[src/rtl/issue_ctrl.sv]
// Single-entry issue stage with a register scoreboard: holds one decoded instruction for
// execute, stalls decode on RAW/WAW hazards against in-flight destinations.
module issue_ctrl (
    input  logic        clk,
    input  logic        reset_n,
    input  logic        dec_valid,
    output logic        dec_ready,
    input  logic [4:0]  dec_rs1,
    input  logic [4:0]  dec_rs2,
    input  logic [4:0]  dec_rd,
    input  logic        dec_use_rs1,
    input  logic        dec_use_rs2,
    input  logic        dec_wr_rd,
    output logic        ex_valid,
    output logic [4:0]  ex_rd,
    output logic        ex_wr,
    input  logic        ex_ready,
    input  logic        wb_valid,
    input  logic [4:0]  wb_rd,
    input  logic        flush,
    output logic [31:0] busy,
    output logic        stalled,
    output logic [15:0] stall_cnt
);

    typedef enum logic [1:0] {StRun, StStall, StFlush} state_e;

    state_e      state_q, state_d;
    logic [31:0] busy_q, busy_d;
    logic        ex_valid_q, ex_valid_d;
    logic [4:0]  ex_rd_q, ex_rd_d;
    logic        ex_wr_q, ex_wr_d;
    logic [15:0] stall_cnt_q, stall_cnt_d;

    logic [31:0] pend_vec;
    logic        hazard;
    logic        handoff;
    logic        blocked;

    // Registered scoreboard plus the held destination; writeback is not bypassed.
    always_comb begin
        pend_vec = busy_q;
        if (ex_valid_q && ex_wr_q) begin
            pend_vec[ex_rd_q] = 1'b1;
        end
        pend_vec[0] = 1'b0;
        hazard = (dec_use_rs1 & pend_vec[dec_rs1]) |
                 (dec_use_rs2 & pend_vec[dec_rs2]) |
                 (dec_wr_rd   & pend_vec[dec_rd]);
        dec_ready = reset_n & dec_valid & (state_q != StFlush) & ~flush & ~hazard &
                    (~ex_valid_q | ex_ready);
        handoff = ex_valid_q & ex_ready & ex_wr_q & ~flush;
        blocked = dec_valid & hazard & ~flush;
    end

    always_comb begin
        ex_valid_d = ex_valid_q;
        ex_rd_d    = ex_rd_q;
        ex_wr_d    = ex_wr_q;
        if (dec_ready) begin
            ex_valid_d = 1'b1;
            ex_rd_d    = dec_rd;
            ex_wr_d    = dec_wr_rd & (dec_rd != 5'd0);
        end else if (flush || (ex_valid_q && ex_ready)) begin
            ex_valid_d = 1'b0;
        end

        // Set is applied after clear so a same-cycle handoff wins.
        busy_d = busy_q;
        if (wb_valid && wb_rd != 5'd0) begin
            busy_d[wb_rd] = 1'b0;
        end
        if (handoff) begin
            busy_d[ex_rd_q] = 1'b1;
        end
        busy_d[0] = 1'b0;

        stall_cnt_d = stall_cnt_q;
        if (blocked && stall_cnt_q != 16'hFFFF) begin
            stall_cnt_d = stall_cnt_q + 16'd1;
        end
    end

    always_comb begin
        state_d = state_q;
        if (flush) begin
            state_d = StFlush;
        end else begin
            unique case (state_q)
                StRun:   if (dec_valid && hazard) state_d = StStall;
                StStall: if (!hazard || !dec_valid) state_d = StRun;
                StFlush: state_d = StRun;
                default: state_d = StRun;
            endcase
        end
    end

    always_ff @(posedge clk) begin
        if (!reset_n) begin
            state_q     <= StRun;
            busy_q      <= 32'd0;
            ex_valid_q  <= 1'b0;
            ex_rd_q     <= 5'd0;
            ex_wr_q     <= 1'b0;
            stall_cnt_q <= 16'd0;
        end else begin
            state_q     <= state_d;
            busy_q      <= busy_d;
            ex_valid_q  <= ex_valid_d;
            ex_rd_q     <= ex_rd_d;
            ex_wr_q     <= ex_wr_d;
            stall_cnt_q <= stall_cnt_d;
        end
    end

    assign ex_valid  = ex_valid_q;
    assign ex_rd     = ex_rd_q;
    assign ex_wr     = ex_wr_q;
    assign busy      = busy_q;
    assign stalled   = (state_q == StStall);
    assign stall_cnt = stall_cnt_q;

endmodule
[config.mk]
export PLATFORM = sky130hd
export DESIGN_NAME = issue_ctrl
export DESIGN_NICKNAME = d
export VERILOG_FILES = /design/src/rtl/issue_ctrl.sv
export SDC_FILE = /design/constraint.sdc
export NUM_CORES = 1
export LEC_CHECK = 0
export BUFFER_PORTS_ARGS = -buffer_cell sky130_fd_sc_hd__buf_2
export CAP_MARGIN = 40
export CORE_MARGIN = 3
export CORE_UTILIZATION = 55
export DETAILED_ROUTE_END_ITERATION = 16
export GPL_TIMING_DRIVEN = 0
export PLACE_DENSITY = 0.81
export SYNTH_ARGS = -nofsm -noshare
export SYNTH_HDL_FRONTEND = slang
export SYNTH_SLANG_ARGS = --single-unit
[constraint.sdc]
create_clock -name clk -period 4.25 [get_ports clk]
set_input_delay 0.85 -clock clk [delete_from_list [all_inputs] [get_ports clk]]
set_output_delay 0.85 -clock clk [all_outputs]
set_load 0.03 [all_outputs]
==> metrics.md <==
| Metric | Value |
|---|---|
| Share of the core filled with cells in the final layout | 70.6% |
| MaxCap Viol Count | 0 |
| Period utilization | 96.9% |
| Maximum buffer depth of the clock tree | 2 |
| Wire length of the first global-routing pass | 21,500 um |
| Share of async-settable or async-resettable flops after synthesis | 0% |
| Remaining DRCs | 0 |
| Row count | 29 |
| Clock latency of the later-clocked register in the worst-skew pair | 310 ps |
| Crit-path max FO | 10 |
| Core region area | 6490 um^2 |
| Placer congestion estimate | 1.05 |
| Synth Net Count | 513 |
| DP Cell Count | 640 |
| Post-synthesis sequential element count | 56 |
| Antenna-violating nets left | 0 |
| Clk_skew | 8.51 ps |
| Final Max Slew Viols | 0 |
| Largest net degree at the start of global routing | 17 |
| Worst setup startpoint | ex_valid$_SDFFE_PN0P_ |
| Clock transition at the registers of the reported paths | 100 ps |
| Via count of the first global-routing pass | 4,135 |
| Pwr Total | 0.00112 W |
| Power Dens Cells | 245 nW/um^2 |
| Most common flop cell mapped by yosys | sky130_fd_sc_hd__dfxtp_1 |
| Crit path buf inv count | 4 |
| Largest vdd supply drop | 0.199 mV |
| Max Clock Freq | 243 MHz |
| Worst flop-to-flop path startpoint | ex_rd[4]$_SDFFE_PN0P_ |
| Area growth syn-to-layout | 21.2% |
| CP delay by family, top | compound AO/OA/AOI/OAI gates |
| Number of cells in the finished layout apart from fillers | 659 |
| Global router's overall resource usage | 35.2% |
| Most frequent cell on the critical path | sky130_fd_sc_hd__buf_2 |
| Rel. slew slack | 48.4% |
| Total grt overflow | 0 |
| Area of the mapped netlist | 3790 um^2 |
| Hpwl dp | 10,600 um |
| Required time worst endpoint | 3400 ps |
| Type of element capturing the critical path | output port |
| Wire per inst | 21.3 um |
| Iteration-0 DRC Markers | 452 |
| Chain of cells forming the critical path | and4_1 -> buf_2 -> a21oi_1 -> mux4_2 -> a2111oi_2 -> a22oi_1 -> nand3_2 -> nor2_2 -> buf_6 -> o2111ai_4 -> inv_1 -> buf_2 |
| Clock sink total | 56 |
| Final number of setup-violating endpoints | 0 |
| Sum Neg Setup Slack | 0 ps |
| CTS Hold Buffers Added | 0 |
| Actual slew at the worst max-slew pin | 771 ps |
| Clk root buf | sky130_fd_sc_hd__clkbuf_8 |
| Cell count after synthesis | 483 |
| Final critical path time including I/O delays and setup | 4120 ps |
| Port Buffers | 80 |
| Number of distinct library cell variants in the gate-level netlist after synthesis | 69 |
| Floorplan die area | 7920 um^2 |
| Leakage power summed over all cells | 1.81 nW |
| Mean area per synthesized cell | 7.84 um^2 |
| I/O Pins | 86 |
| Result of the run | completed |
| Slowest cell on the critical path | sky130_fd_sc_hd__mux4_2 |
| Commonest cells in the netlist | sky130_fd_sc_hd__nand2_1 (66), sky130_fd_sc_hd__a21oi_1 (60), sky130_fd_sc_hd__dfxtp_1 (56), sky130_fd_sc_hd__o21ai_0 (35), sky130_fd_sc_hd__nor2_1 (29) |
| Worst stage delay on the critical path | 520 ps |
| Layout cell share with drive strength beyond 1 | 26.3% |
| Final nets | 612 |
| TritonCTS clock tree | done |
| Element type at the critical path start | flip-flop |
| Worst hold path startpoint | stall_cnt[15]$_SDFFE_PN0P_ |
| Minimum setup slack after placement | -562 ps |
| Count of synthesis-stage warnings from yosys | 0 |
| Type of the setup path with the least slack | flip-flop to output port |
| Hold WC Path Type | flip-flop to flip-flop |
| Detail-routed via count per cell | 6.74 |
| Most instantiated library cell after synthesis | sky130_fd_sc_hd__nand2_1 |
| Total clock buffers created by CTS | 5 |
| Detailed Routing Iterations Pass 1 | 5 |
| Final WS setup | 131 ps |
| Filler instances | 517 |
| Clock H-tree levels | 2 |
| Sum of routed wire length over all layers | 14,100 um |
| Library cell occupying the most area in the post-synthesis netlist | sky130_fd_sc_hd__dfxtp_1 |
| Via total after detailed routing | 4,444 |
| Ranking of synthesized cells by area | sky130_fd_sc_hd__dfxtp_1 (30%), sky130_fd_sc_hd__a21oi_1 (7.9%), sky130_fd_sc_hd__nand2_1 (6.5%) |
| DIE HEIGHT | 89.0 um |
| Antenna violations before repair | 0 |
| Post-synthesis sequential area ratio | 29.6% |
| Synth top area share | 29.6% |
| Effective utilization at floorplan | 58.3% |
| Final number of hold-violating endpoints | 0 |
| Arrival time of the worst setup path | 3270 ps |
| Diode count | 0 |
| Die Span X | 89.0 um |
| Count of flip-flops with a built-in enable after synthesis | 0 |
final timing paths:
kind / end / slack (ps) / cells past startpoint
max: dec_ready / 130 / 12
min: stall_cnt[15]$_SDFFE_PN0P_ / 480 / 2
max reg2reg: stall_cnt[12]$_SDFFE_PN0P_ / 760 / 12
min reg2reg: stall_cnt[15]$_SDFFE_PN0P_ / 480 / 2
area by class of cell:
class | instances | area, um^2 | share of cell area, %
Clock buffer | 5 | 68.8 | 1.50
Timing Repair Buffer | 93 | 498 | 10.9
Buffer | 27 | 140 | 3.05
Tap cell | 77 | 96.3 | 2.10
Sequential cell | 56 | 1120 | 24.5
Clock inverter | 2 | 60.1 | 1.31
Inverter | 18 | 70.1 | 1.53
Multi-Input combinational cell | 381 | 2530 | 55.2
sequential cells by signal (all words and copies together), names as in the netlist:
signal,flops
busy,31
ex_rd,5
ex_valid,1
ex_wr,1
stall_cnt,16
state_q,2
cell usage in the layout (no fill, tap or decap), types with 16 or more instances in the layout:
master,n
sky130_fd_sc_hd__buf_2,87
sky130_fd_sc_hd__nand2_1,66
sky130_fd_sc_hd__dfxtp_1,54
sky130_fd_sc_hd__a21oi_1,49
sky130_fd_sc_hd__o21ai_0,35
sky130_fd_sc_hd__nor2_1,29
sky130_fd_sc_hd__mux2i_1,19
sky130_fd_sc_hd__nand3_1,18
sky130_fd_sc_hd__buf_4,16
sky130_fd_sc_hd__nand2b_1,16
cell families after synthesis:
logic type / Yosys count / share of synthesized area [%]
and+or+nand+nor: 190 / 26.6
AOI/OAI and AO/OA: 157 / 26.5
DFF: 56 / 29.6
buffers and inverters: 46 / 5.49
muxes: 29 / 10.7
xor gates and xnor gates: 3 / 0.694
adders and majority gates: 1 / 0.330
other: 1 / 0.0990
what timing repair did:
action	in CTS	in global routing
resized for setup	12	15
endpoints found under the setup margin	1	1
pin swaps	2	4
setup buffers	4	9
metrics by stage:
stage               cell area, um^2  hold slack [ps]
floorplan                      3790              422
global placement               4280              440
detailed placement             4280              468
CTS                            4480              481
global route                   4590              503
finish                         4590              485
worst register-to-register path, delay by kind of cell, from the launching register on:
family                 cells  cell delay, ps
buffers and inverters      3             460
AO/OA/AOI/OAI              3             780
flip-flops                 1             370
multiplexers               2             740
AND/OR/NAND/NOR            4            1060
metal layers:
layer	vias up	GRT usage (%)	routed length, um
met5	-	0	0
met4	0	15.0	553
met3	47	6.08	1460
met2	336	55.9	6400
met1	2063	47.3	5640
li1	1998	-	-
power by group:
part / internal (W) / switching, W / total [W] / leakage [nW]
Clock: 0.000232 / 0.000176 / 0.000408 / 0.0642
Combinational: 0.0000626 / 0.000118 / 0.000180 / 1.30
Sequential: 0.000529 / 0.00000571 / 0.000535 / 0.453
Total: 0.000824 / 0.000299 / 0.00112 / 1.81
Power figures use the tool's default switching activity.
